[src/rtl/serial_adder_if.sv]
// rtl/serial_adder_if.sv - start/busy/done handshake and operand/result bus of the serial adder
interface serial_adder_if #(
  parameter int WIDTH = 8
);
  logic             start;
  logic [WIDTH-1:0] a_in;
  logic [WIDTH-1:0] b_in;
  logic             cin;
  logic             busy;
  logic             done;
  logic [WIDTH-1:0] sum;
  logic             cout;
  logic             ovf;

  // Requester side: issues operands and start, watches status and results.
  modport master (
    output start, a_in, b_in, cin,
    input  busy, done, sum, cout, ovf
  );

  // Adder side.
  modport slave (
    input  start, a_in, b_in, cin,
    output busy, done, sum, cout, ovf
  );
endinterface

[src/rtl/serial_adder.sv]
// rtl/serial_adder.sv - bit-serial WIDTH-bit adder, LSB first, one bit per clock
module serial_adder #(
  parameter int WIDTH = 8
) (
  input  logic          clk,
  input  logic          rst_n,
  serial_adder_if.slave bus
);

  localparam int CW = (WIDTH > 1) ? $clog2(WIDTH) : 1;
  localparam logic [CW-1:0] LAST = CW'(WIDTH - 1);

  typedef enum logic [1:0] {IDLE, RUN, DONE} state_t;

  state_t           state_q, state_d;
  logic [WIDTH-1:0] a_sh_q, a_sh_d;
  logic [WIDTH-1:0] b_sh_q, b_sh_d;
  logic [WIDTH-1:0] acc_q, acc_d;
  logic [WIDTH-1:0] sum_q, sum_d;
  logic [CW-1:0]    cnt_q, cnt_d;
  logic             carry_q, carry_d;
  logic             cout_q, cout_d;
  logic             ovf_q, ovf_d;

  // One-bit full-adder cell: a, b, c in; d = sum, e = carry out.
  logic fa_a, fa_b, fa_c, fa_d, fa_e;
  assign fa_a = a_sh_q[0];
  assign fa_b = b_sh_q[0];
  assign fa_c = carry_q;
  assign fa_d = fa_a ^ fa_b ^ fa_c;
  assign fa_e = (fa_a & fa_b) | (fa_a & fa_c) | (fa_b & fa_c);

  // Sum bit enters at the MSB; after WIDTH shifts bit 0 sits at the LSB.
  logic [WIDTH:0] acc_ext;
  assign acc_ext = {fa_d, acc_q};

  // State register and datapath registers.
  always_ff @(posedge clk or negedge rst_n) begin
    if (!rst_n) begin
      state_q <= IDLE;
      a_sh_q  <= '0;
      b_sh_q  <= '0;
      acc_q   <= '0;
      sum_q   <= '0;
      cnt_q   <= '0;
      carry_q <= 1'b0;
      cout_q  <= 1'b0;
      ovf_q   <= 1'b0;
    end else begin
      state_q <= state_d;
      a_sh_q  <= a_sh_d;
      b_sh_q  <= b_sh_d;
      acc_q   <= acc_d;
      sum_q   <= sum_d;
      cnt_q   <= cnt_d;
      carry_q <= carry_d;
      cout_q  <= cout_d;
      ovf_q   <= ovf_d;
    end
  end

  // Next-state: accept start in IDLE/DONE, shift one bit per RUN cycle, publish on the last bit.
  always_comb begin
    state_d = state_q;
    a_sh_d  = a_sh_q;
    b_sh_d  = b_sh_q;
    acc_d   = acc_q;
    sum_d   = sum_q;
    cnt_d   = cnt_q;
    carry_d = carry_q;
    cout_d  = cout_q;
    ovf_d   = ovf_q;
    case (state_q)
      IDLE, DONE: begin
        if (bus.start) begin
          a_sh_d  = bus.a_in;
          b_sh_d  = bus.b_in;
          carry_d = bus.cin;
          cnt_d   = '0;
          state_d = RUN;
        end else begin
          state_d = IDLE;
        end
      end
      RUN: begin
        carry_d = fa_e;
        acc_d   = acc_ext[WIDTH:1];
        a_sh_d  = a_sh_q >> 1;
        b_sh_d  = b_sh_q >> 1;
        if (cnt_q == LAST) begin
          // carry_q here is the carry into the MSB, so overflow needs no extra register.
          cnt_d   = '0;
          state_d = DONE;
          sum_d   = acc_ext[WIDTH:1];
          cout_d  = fa_e;
          ovf_d   = carry_q ^ fa_e;
        end else begin
          cnt_d = cnt_q + 1'b1;
        end
      end
      default: state_d = IDLE;
    endcase
  end

  assign bus.busy = (state_q == RUN);
  assign bus.done = (state_q == DONE);
  assign bus.sum  = sum_q;
  assign bus.cout = cout_q;
  assign bus.ovf  = ovf_q;

endmodule

[src/flat_wrapper.sv]
// flat-port wrapper written by rule: the top's interface ports become plain ports
module serial_adder_flat 
#(
  parameter int WIDTH = 8
)
  (clk, rst_n, bus_start, bus_a_in, bus_b_in, bus_cin, bus_busy, bus_done, bus_sum, bus_cout, bus_ovf);
  serial_adder_if #(.WIDTH(WIDTH)) bus_i ();
  input  logic clk;
  input  logic rst_n;
  input wire logic [$bits(bus_i.start)-1:0] bus_start;
  input wire logic [$bits(bus_i.a_in)-1:0] bus_a_in;
  input wire logic [$bits(bus_i.b_in)-1:0] bus_b_in;
  input wire logic [$bits(bus_i.cin)-1:0] bus_cin;
  output wire logic [$bits(bus_i.busy)-1:0] bus_busy;
  output wire logic [$bits(bus_i.done)-1:0] bus_done;
  output wire logic [$bits(bus_i.sum)-1:0] bus_sum;
  output wire logic [$bits(bus_i.cout)-1:0] bus_cout;
  output wire logic [$bits(bus_i.ovf)-1:0] bus_ovf;
  assign bus_i.start = bus_start;
  assign bus_i.a_in = bus_a_in;
  assign bus_i.b_in = bus_b_in;
  assign bus_i.cin = bus_cin;
  assign bus_busy = bus_i.busy;
  assign bus_done = bus_i.done;
  assign bus_sum = bus_i.sum;
  assign bus_cout = bus_i.cout;
  assign bus_ovf = bus_i.ovf;
  serial_adder #(.WIDTH(WIDTH)) u_core (.clk(clk), .rst_n(rst_n), .bus(bus_i));
endmodule
[config.mk]
export PLATFORM = sky130hd
export DESIGN_NAME = serial_adder_flat
export DESIGN_NICKNAME = d
export VERILOG_FILES = /design/src/rtl/serial_adder_if.sv /design/src/rtl/serial_adder.sv /design/src/flat_wrapper.sv
export SDC_FILE = /design/constraint.sdc
export NUM_CORES = 1
export LEC_CHECK = 0
export ABC_CLOCK_PERIOD_IN_PS = 3550
export BUFFER_PORTS_ARGS = -buffer_cell sky130_fd_sc_hd__clkbuf_2
export CORE_UTILIZATION = 60
export DETAILED_ROUTE_END_ITERATION = 10
export HOLD_SLACK_MARGIN = 0.15
export PLACE_DENSITY = 0.91
export SYNTH_ARGS = -nofsm -noshare
export SYNTH_HDL_FRONTEND = slang
export SYNTH_SLANG_ARGS = --single-unit
[constraint.sdc]
create_clock -name clk -period 3.55 [get_ports clk]
set_input_delay 0.1775 -clock clk [delete_from_list [all_inputs] [get_ports clk]]
set_output_delay 0.1775 -clock clk [all_outputs]
set_load 0.1 [all_outputs]
# Yosys cells after proc, flatten, opt, wreduce, memory -nomap -nowiden
# Index checks and enable logic that the tools add are counted.
# op_classes
n_addsub	1
n_eq_ne	5
muxes	12
n_bitwise	8
n_reduce_logical	5
# op_table
operator	count
8-bit case mux with 2 select lines	2
8-bit two-way mux	2
3-bit two-way mux	2
3-bit case mux with 2 select lines	1
2-bit case mux with 2 select lines	1
2-bit AND reduction	2
3-bit by 1-bit adder with 3-bit output (second input constant)	1
1-bit bitwise AND	3
3-bit equality test (second input constant)	1
1-bit XOR	3
2-bit by 1-bit equality test with 1-bit output (second input constant)	1
2-bit equality test (second input constant)	1
2-bit logical NOT	1
1-bit two-way mux	2
2-bit two-way mux	1
2-bit by 1-bit inequality test with 1-bit output (second input constant)	1
2-bit inequality test (second input constant)	1
1-bit bitwise OR	2
1-bit case mux with 2 select lines	1
2-bit nonzero test	1
2-bit OR reduction	1
# word_totals
reg_bits	40
in_bits	20
output_inout_bits	12

# Longest topological paths before layout
# Gate-level depths: netlist (run 1).
# logic_depth
ltp_word	4
mapped_depth	5
ltp_nobuf	4

# Worst setup path before layout (run 1)
# OpenSTA, ideal clock, no wires.
# synth_timing
path_type	register -> output
from	reg u_core.state_q[1]
to	out bus_done
t_arrival_ps	2014
slack_ps	1359
path_stages_with_launch	4
path_buffers	2
path_cell_list	dfrtp_1 buf_6 buf_2 nor2b_1
# synth_between
elab_chain_len	1
# synth_rtl
item	line_no	text
start: declaration	serial_adder.sv:15	state_t state_q, state_d;
start signal: assignment	serial_adder.sv:50	state_q <= state_d;
2-bit equality test	serial_adder.sv:106	assign bus.done = (state_q == DONE);
end: declaration	flat_wrapper.sv:15	output wire logic [$bits(bus_i.done)-1:0] bus_done;
# No other way between the ends.

# Worst setup path in the final report (run 1)
# layout_timing
from	reg u_core.state_q[1]
to	out bus_busy
# layout_between
elab_chain_len	1
# layout_rtl
item	line_no	text
2-bit by 1-bit equality test with 1-bit output	serial_adder.sv:105	assign bus.busy = (state_q == RUN);
end: declaration	flat_wrapper.sv:14	output wire logic [$bits(bus_i.busy)-1:0] bus_busy;
# No other way between the ends.

==> summary.md, run 1 <==
| Metric | Value |
|---|---|
| Dpl ws | roughly 1.6 ns |
| Mapped Nets | approximately 160 |
| Die footprint | between 3000 and 4000 sq um |
| Final Hold Viols | 0 |
| Crit Path Category | reg2out |
| CTS tree | done |
| Starting Density | 0.6394 |
| Final setup fails | 0 |
| WL final | between 3000 and 4000 um |
| Mapped Cells | roughly 140 |
| Core Area | ~3100 sq um |
| Pre-antenna DRT Iters | 4 |
| Power Dens Cells | just under 1000 nW/um^2 |
| H-tree depth | 2 |
| Seq/Total Area, Yosys | 0.4959 |
| Pleak | ~1.2 nW |
| Max cap viols | 0 |
| First-pass GRT wire length | about 5600 um |
| Final net count | approximately 210 |
| Worst skew pair latency | between 0.3 and 0.4 ns |
| CTS Buffer Depth | 2 |
| Crit end category | output port |
| Vias in the first global route | around 1300 |
| Post-synth top flop | dfrtp_1 |
| Initial antenna violation count | 0 |
| Vias per cell | around 5.5 |
| F_max | ~420 MHz |
| Area Growth Syn to Fin | 20.34% |
| IO Pins | 32 |
| Slew @ Worst Pin | about 1.0 ns |
| CP cell instances | nand2b_4 > inv_1 > clkbuf_2 |
| Routed len/inst | 15.15 um |
| Worst Path Required | 3.37 ns |
| #FFs+latches synth | 39 |
| # clock sinks | 39 |
| Count of buffer and inverter cells on the critical path | 2 |
| RSZ-0062 raised after global routing | false |
| Setup WS post-layout | around 1.2 ns |
| Worst hold-check path type | in2reg |
| Starting DRT DRC Count | 47 |
| RD Place Congestion | between 0.6 and 0.7 |
| Status | finished, final reports clean |
| Layout cells sized above 1 | 0.3243 |
| Final Cycle Share | 0.6683 |
| Antenna Cells | 0 |
| Syn avg cell area | around 14 sq um |
| Final slew viol count | 0 |
| Worst path depth | 3 |
| Cell area after synthesis | ~2000 sq um |
| Synth Warn # | 0 |
| Clock skew | just under 0.01 ns |
| Post-synth EDFFs | 0 |
| Ys async rst share | 1.000 |
| Final HPWL DP | roughly 2100 um |
| Total GRT Usage | 0.2246 |
| Setup tns final | 0 ns |
| Crit path max fanout | 25 |
| WP data arrival | about 2.2 ns |
| Max transition margin | 0.3026 |
| Number of remaining DRC errors | 0 |
| Antenna-violating nets left | 0 |
| Synth cell types | 24 |
| Final worst path period need | around 2.4 ns |
| Placement Rows | 20 |
| Type of origin of the critical path | register |
| Die H | 59.28 um |
| VDD IR-drop max | about 0.00048 V |
| Slowest CP cell | dfrtp_1 |
| Worst-path clk slew | about 0.11 ns |
| Die W | a little under 60 um |
| Total setup buffers inserted after CTS | 0 |
| Total gr overflow | 0 |
| TritonCTS Buffers | 5 |
| CP top delay family | flip-flops |
| PortBufs | 31 |
| Crit-path max cell delay | about 1.1 ns |
| Hold Path Stages | 3 |
| Worst R2R Path Depth | 2 |
| Largest net degree at the start of global routing | 40 |
| Root Driver | clkbuf_4 |
| Routed vias | around 1200 |
==> per-stage QoR <==
stage / utilization / area [sq um] / hold slack, ns / power (mW) / instances
global route: 0.7695 / 2369 / 0.1882 / 2.474 / 229
floorplan: - / 1968 / -0.1181 / 1.811 / 139
detailed placement: 0.6833 / 2103 / 0.3618 / 1.976 / 205
global placement: 0.6833 / 2103 / 0.3450 / 1.927 / 205
finish: 0.7695 / 2369 / 0.1534 / 2.352 / 229
CTS: 0.7695 / 2369 / 0.1537 / 2.356 / 229
==> logic make-up after synthesis <==
family,Yosys count,synth area share
and+or+nand+nor,12,0.04895
DFF,39,0.4959
buffers and inverters,13,0.04767
xor gates and xnor gates,1,0.004451
AOI/OAI and AO/OA,6,0.02098
adders and majority gates,3,0.02288
muxes,65,0.3592
==> state kept, by name, summed over array words and instances (netlist names) <==
register         cells
u_core.carry_q       1
u_core.bus.cout      1
u_core.state_q       2
u_core.bus.ovf       1
u_core.cnt_q         3
u_core.a_sh_q        8
u_core.b_sh_q        8
u_core.acc_q         7
u_core.bus.sum       8
==> layer usage <==
layer	track usage	vias to the layer above	wire, um
met5	0	-	0
met1	0.2638	624	1493
li1	-	588	-
met2	0.3836	30	1785
met4	0.1190	0	68
met3	0.04803	7	123
==> synthesized netlist by cell type (2+ instances only) <==
| library cell | instances | share of area |
|---|---|---|
| buf_2 | 3 | 0.0076 |
| buf_4 | 3 | 0.011 |
| buf_6 | 4 | 0.023 |
| dfrtp_1 | 39 | 0.50 |
| ha_1 | 2 | 0.013 |
| inv_1 | 3 | 0.0057 |
| mux2_2 | 9 | 0.051 |
| mux2_4 | 9 | 0.069 |
| mux2i_1 | 47 | 0.24 |
| nand3_1 | 4 | 0.010 |
| nor2b_1 | 2 | 0.0064 |
| o21ai_0 | 2 | 0.0051 |
==> tightest hold or removal path: stages <==
cell and delay, ns:
clkbuf_2 0.07, mux2i_1 0.05, mux2i_1 0.15
==> path summary, 6_finish.rpt <==
check                             startpoint                 to  slack (ns)
setup / recovery           u_core.state_q[1]           bus_busy        1.18
hold / removal                   bus_b_in[4]   u_core.b_sh_q[4]        0.15
setup reg to reg           u_core.state_q[1]  u_core.bus.sum[1]        1.60
hold reg to reg            u_core.bus.sum[1]  u_core.bus.sum[1]        0.52
max in group asynchronous              rst_n    u_core.acc_q[3]        2.48
min in group asynchronous              rst_n  u_core.bus.sum[1]        0.49
==> what timing repair did <==
action / CTS / global route
endpoints found under the hold margin: 54 / 0
resized for setup: 0 / 0
hold buffers: 16 / 0
==> cell usage in the layout (no fill, tap or decap), drive strengths merged, types with 2 or more instances in the layout <==
master and instances:
bufinv 2, clkbuf 36, dfrtp 39, dlygate4sd3 16, ha 2, inv 3, mux2 18, mux2i 47
nand3 4, nor2b 2, o21ai 2
==> report_power, final <==
group,total (mW),leakage (nW),switching [mW],internal (mW)
Clock,0.368,0.0514,0.149,0.219
Combinational,1.17,0.661,0.755,0.418
Sequential,0.811,0.482,0.161,0.650
==> area by class of cell <==
| cell class | count | area [sq um] |
|---|---|---|
| Clock buffer | 5 | 37.54 |
| Clock inverter | 3 | 67.56 |
| Fill cell | 193 | 709.4 |
| Inverter | 3 | 11.26 |
| Multi-Input combinational cell | 87 | 898.4 |
| Sequential cell | 39 | 975.9 |
| Tap cell | 44 | 55.05 |
| Timing Repair Buffer | 48 | 322.8 |
Note: power is estimated with default switching activity, not from simulation.
==> inputs of run 2 (changes only) <==
- ABC_CLOCK_PERIOD_IN_PS: 3550 -> 2300
- CORE_UTILIZATION: 60 -> 55
- PLACE_DENSITY: 0.91 -> 0.85
- clock period: 3.55 -> 2.3 ns (I/O delays scaled with it)
==> summary.md, run 2 (synthesis gave the netlist of run 1 again) <==
| Metric | Value |
|---|---|
| Status | finished, final reports clean |
| Final slew viol count | 0 (unchanged) |
| Dpl cell area | 2128 sq um (+1.2%) |
| Crit end category | output port |
| WP data arrival | 1.66 ns (-0.53 ns) |
| Worst-path clk slew | 0.12 ns (about the same) |
| TritonCTS Buffers | 5 (unchanged) |
| Crit path max fanout | 16 (-36%) |
| VDD IR-drop max | 0.0005899 V (+22%) |
| Final Hold Viols | 0 (unchanged) |
| F_max | 564.7 MHz |
| Filler cells | 244 (+26%) |
| Power Dens Cells | 1452 nW/um^2 (+46%) |
| Largest net degree at the start of global routing | 40 (unchanged) |
| IO Pins | 32 (unchanged) |
| Final net count | 210 (+1.4%) |
| Setup tns final | 0 ns (unchanged) |
| Fin cells | 234 (+2.2%) |
| Root Driver | clkbuf_4 |
| Die H | 61.82 um (+4.3%) |
| Number of remaining DRC errors | 0 (unchanged) |
| Worst skew pair latency | 0.34 ns (about the same) |
| Setup WS post-layout | 0.5293 ns (-0.6484 ns) |
| RD Place Congestion | 0.8091 (+16%) |
| Placement Rows | 21 (+5.0%) |
| Max transition margin | 0.3667 (+0.06410) |
| Pre-antenna DRT Iters | 4 (unchanged) |
| Area Growth Syn to Fin | 20.03% |
| # clock sinks | 39 (unchanged) |
| Pleak | 1.191 nW (-0.30%) |
| Vias per cell | 5.346 (-2.0%) |
| Die W | 61.82 um (+4.3%) |
| WL final | 3390 um (-2.3%) |
| Post-route met1 wirelength | 1476 um (-1.1%) |
| Worst Path Required | 2.18 ns (-1.19 ns) |
| Final setup fails | 0 (unchanged) |
| Initial antenna violation count | 0 (unchanged) |
| Max layer used | met4 |
| Die footprint | 3822 sq um (+8.8%) |
| H-tree depth | 2 (unchanged) |
| Core Area | 3390 sq um (+10%) |
| Max cap viols | 0 (unchanged) |
| Antenna-violating nets left | 0 (unchanged) |
| Total gr overflow | 0 (unchanged) |
| Final HPWL DP | 2245 um (+9.2%) |
| CTS tree | done |
| Clock skew | 0.01503 ns (+0.005132 ns) |
| Slew @ Worst Pin | 0.9500 ns (-0.09614 ns) |
| Clock share of power | 0.098 (-0.058) |
| Antenna Cells | 0 (unchanged) |
| Reg2Reg Setup Slack | 0.73 ns (-0.87 ns) |
| PortBufs | 31 (unchanged) |
| Final Cycle Share | 0.7699 |
| Internal power | 1.802 mW (+40%) |
| CTS resizes | 0 (unchanged) |
| Sequential share of power | 0.373 (+0.028) |
| Met3 WL | 120 um (-2.4%) |
| Switching Power | 1.628 mW (+53%) |
| Total GRT Usage | 0.2112 (-0.01338) |
| Vias in the first global route | 1286 (+2.8%) |
| Final Cell Area | 2362 sq um (-0.26%) |
| Worst R2R Path Depth | 4 (+2) |
| Crit Path Category | reg2out |
| Type of origin of the critical path | register |
| Worst hold-check path type | in2async |
| Net Sw Frac | 0.4746 (+0.02192) |
| RSZ-0062 raised after global routing | false |
| CTS Buffer Depth | 2 (unchanged) |
| Routed len/inst | 14.49 um (-4.4%) |
| DP Cell Count | 208 (+1.5%) |
| Starting DRT DRC Count | 45 (-4.3%) |
| Most frequent cells in the layout | mux2i_1, dfrtp_1, clkbuf_2 |
| Worst R2R End | u_core.bus.sum[1] |
| Starting Density | 0.5807 (-0.05877) |
| Layout cells sized above 1 | 0.3191 (-0.005175) |
| Util after Layout | 0.6969 (-0.07258) |
| Dpl ws | 0.7533 ns (-0.8417 ns) |
| Met2 routed WL | 1764 um (-1.2%) |
| First-pass GRT wire length | 5664 um (+0.48%) |
| Routed vias | 1251 (+0.16%) |
| Total setup buffers inserted after CTS | 0 (unchanged) |
| Most common cell after layout, fill and taps aside | mux2i_1 |
| Final worst path period need | between 1.5 and 2 ns |
| R2R Path Start | u_core.cnt_q[0] |
| Combinational share of power | 0.529 (+0.030) |
-- run 2: per-stage QoR --
step                power [mW]  hold slack, ns
floorplan                2.796         -0.1806
global placement         3.015          0.2901
detailed placement       3.105          0.3111
CTS                      3.474          0.4599
global route             3.660          0.4808
finish                   3.430          0.4463
-- run 2: layout make-up --
| cell class | instances | area (sq um) | area share |
|---|---|---|---|
| Multi-Input combinational cell | 87 | 898.4 | 0.3803 |
| Inverter | 3 | 11.26 | 0.004767 |
| Tap cell | 46 | 57.56 | 0.02436 |
| Timing Repair Buffer | 51 | 365.4 | 0.1547 |
| Clock buffer | 6 | 41.29 | 0.01748 |
| Clock inverter | 2 | 12.51 | 0.005297 |
| Sequential cell | 39 | 975.9 | 0.4131 |
-- run 2: how the worst max path moves through the flow --
stage	start	end
final	u_core.state_q[0]	bus_busy
after global routing	u_core.state_q[0]	bus_busy
after CTS	u_core.state_q[0]	bus_busy
after detailed placement	u_core.cnt_q[0]	u_core.bus.sum[1]
after global placement	u_core.state_q[0]	u_core.bus.sum[6]
after floorplan	u_core.state_q[1]	bus_done
-- run 2: power groups by stage --
stage               sequential [mW]  clock, mW  combinational, mW
floorplan                      1.83          0              0.969
global route                   1.33      0.386               1.94
global placement               1.27          0               1.74
CTS                            1.28      0.358               1.83
finish                         1.28      0.336               1.82
detailed placement             1.30          0               1.81
-- run 2: critical path: stages, from the launching register on --
cell and delay [ns]:
dfrtp_1 0.79, nand2b_4 0.19, inv_1 0.15, buf_12 0.18
-- run 2: per-layer routing --
| metal | track usage | vias up |
|---|---|---|
| met5 | 0 | - |
| met4 | 0.1016 | 0 |
| li1 | - | 592 |
| met2 | 0.3487 | 29 |
| met1 | 0.2454 | 628 |
| met3 | 0.07453 | 2 |
-- run 2: timing repair --
item	in CTS	in global routing
hold buffers	18	0
endpoints found under the setup margin	0	0
hold endpoints to repair	56	0
==> inputs of run 3 (changes only) <==
- ABC_CLOCK_PERIOD_IN_PS: 2300 -> 1400
- CORE_UTILIZATION: 55 -> 50
- PLACE_DENSITY: 0.85 -> 0.82
- clock period: 2.3 -> 1.4 ns (I/O delays scaled with it)
==> summary.md, run 3 (synthesis gave the netlist of run 1 again) <==
| Metric | Value |
|---|---|
| Status | finished, final reports clean |
| Core Area | 3716 sq um (+9.6%) |
| Number of remaining DRC errors | 0 (unchanged) |
| Power Dens Cells | 2388 nW/um^2 (+64%) |
| Vias in the first global route | 1384 (+7.6%) |
| RSZ-0062 raised after global routing | true |
| Reg2Reg Setup Slack | 0.03 ns (-0.70 ns) |
| First-pass GRT wire length | 6223 um (+9.9%) |
| Final HPWL DP | 2387 um (+6.3%) |
| Worst skew pair latency | 0.29 ns (-0.05 ns) |
| Crit end category | register |
| Root Driver | clkbuf_8 |
| Die footprint | 4191 sq um (+9.7%) |
| Type of origin of the critical path | register |
| H-tree depth | 2 (unchanged) |
| Most common cell after layout, fill and taps aside | mux2i_1 |
| Pre-antenna DRT Iters | 3 (-1) |
| Max transition margin | 0.5662 (+0.1995) |
| Util after Layout | 0.6912 (-0.005690) |
| PortBufs | 31 (unchanged) |
| Final worst path period need | roughly 1.4 ns |
| Initial antenna violation count | 0 (unchanged) |
| Worst hold-check path type | in2async |
| DP Cell Count | 216 (+3.8%) |
| WP data arrival | 1.54 ns (-0.12 ns) |
| WL final | 3721 um (+9.8%) |
| Starting DRT DRC Count | 47 (+4.4%) |
| Final Hold Viols | 0 (unchanged) |
| Largest net degree at the start of global routing | 22 (-45%) |
| Routed len/inst | 15.00 um (+3.6%) |
| Crit Path Category | reg2reg |
| Fin cells | 248 (+6.0%) |
| Routed vias | 1292 (+3.3%) |
| Setup crit end | u_core.cnt_q[2] |
| Starting Density | 0.5296 (-0.05103) |
| Worst R2R End | u_core.cnt_q[2] |
| CTS Buffer Depth | 2 (unchanged) |
| Worst Path Required | 1.57 ns (-0.61 ns) |
| Clock skew | 0.003647 ns (-0.01139 ns) |
| Antenna-violating nets left | 0 (unchanged) |
| Most frequent cells in the layout | mux2i_1, dfrtp_1, clkbuf_2 |
| Vias per cell | 5.210 (-2.6%) |
| Final Cycle Share | 0.9765 |
| Antenna Cells | 0 (unchanged) |
| Crit path max fanout | 2 (-14) |
| CTS tree | done |
| Final slew viol count | 0 (unchanged) |
| Slew @ Worst Pin | 0.6507 ns (-0.2993 ns) |
| TritonCTS Buffers | 5 (unchanged) |
| Worst R2R Path Depth | 4 (unchanged) |
| Area Growth Syn to Fin | 30.51% |
| Pwr Total | 6.134 mW (+79%) |
| Placement Rows | 22 (+4.8%) |
| F_max | approximately 730 MHz |
| Total GRT Usage | 0.1993 (-0.01192) |
| RD Place Congestion | 0.6840 (-15%) |
| Worst-path clk slew | 0.07 ns (-0.05 ns) |
| IO Pins | 32 (unchanged) |
| Crit path from | u_core.cnt_q[1] |
| R2R Path Start | u_core.cnt_q[1] |
| Final setup fails | 0 (unchanged) |
| Final net count | 222 (+5.7%) |
| Die H | 64.74 um (+4.7%) |
| Max cap viols | 0 (unchanged) |
| Total gr overflow | 0 (unchanged) |
| Die W | 64.74 um (+4.7%) |
| Filler cells | 274 (+12%) |
| Layout cells sized above 1 | 0.3850 (+0.06585) |
| # clock sinks | 39 (unchanged) |
| VDD IR-drop max | 0.0008369 V (+42%) |
| Pleak | 1.299 nW (+9.1%) |
## run 3: cell count changes in the layout (fill, tap and decap cells not counted), sizes merged
cell / before / now
nand3b: 1 / 2
clkinvlp: 1 / 0
buf: 3 / 14
dlymetal6s2s: 0 / 1
## run 3: area by class of cell
class,instances,area [sq um],area share
multi-input cells,88,957.2,0.3726
repair buffers,62,480.5,0.1870
clock buffers,7,76.32,0.02971
inverters,3,11.26,0.004384
well taps,48,60.06,0.02338
flip-flops and latches,39,978.4,0.3809
clock inverters,1,5.005,0.001948
## run 3: timing repair
action | 4_1_cts | 5_1_grt
pin swaps | 0 | 2
endpoints found under the hold margin | 56 | 0
buffers inserted | 2 | 3
hold buffers | 18 | 0
endpoints found under the setup margin | 13 | 4
gates cloned | 1 | 0
resized for setup | 4 | 3
## run 3: worst min path at each step
stage	end	slack (ns)	cells past startpoint
final	u_core.acc_q[1]	0.29	2
after global routing	u_core.bus.sum[0]	0.32	2
after global placement	u_core.bus.sum[0]	0.06	1
after detailed placement	u_core.bus.sum[0]	0.06	1
after CTS	u_core.bus.sum[0]	0.29	2
after floorplan	u_core.a_sh_q[0]	-0.23	0
## run 3: power by group
part | internal (mW) | switching [mW] | total, mW | leakage (nW)
Combinational | 1.33 | 2.02 | 3.36 | 0.777
Sequential | 1.66 | 0.400 | 2.06 | 0.480
Clock | 0.349 | 0.370 | 0.719 | 0.0422
## run 3: through the flow
step / TNS, ns / worst slack, ns / area (sq um) / hold slack (ns)
finish: 0 / 0.03297 / 2569 / 0.2905
global route: -0.01130 / -0.009795 / 2569 / 0.3209
CTS: 0 / 0.004559 / 2527 / 0.2934
detailed placement: -0.3077 / -0.05515 / 2218 / 0.06016
global placement: -0.004367 / -0.004367 / 2218 / 0.05606
floorplan: 0 / 0.01213 / 1987 / -0.2256
## run 3: critical path, stage by stage (launching register included)
cell and delay (ns):
dfrtp_1 0.39, ha_2 0.20, ha_4 0.20, mux2_4 0.26
a22o_1 0.21
## run 3: metal layers
metal / vias up / track usage / routed length (um) / share of wire
li1: 616 / - / - / -
met4: 0 / 0.07500 / 51 / 0.014
met1: 640 / 0.2306 / 1663 / 0.45
met5: - / 0 / 0 / 0
met3: 7 / 0.04754 / 100 / 0.027
met2: 29 / 0.3529 / 1905 / 0.51
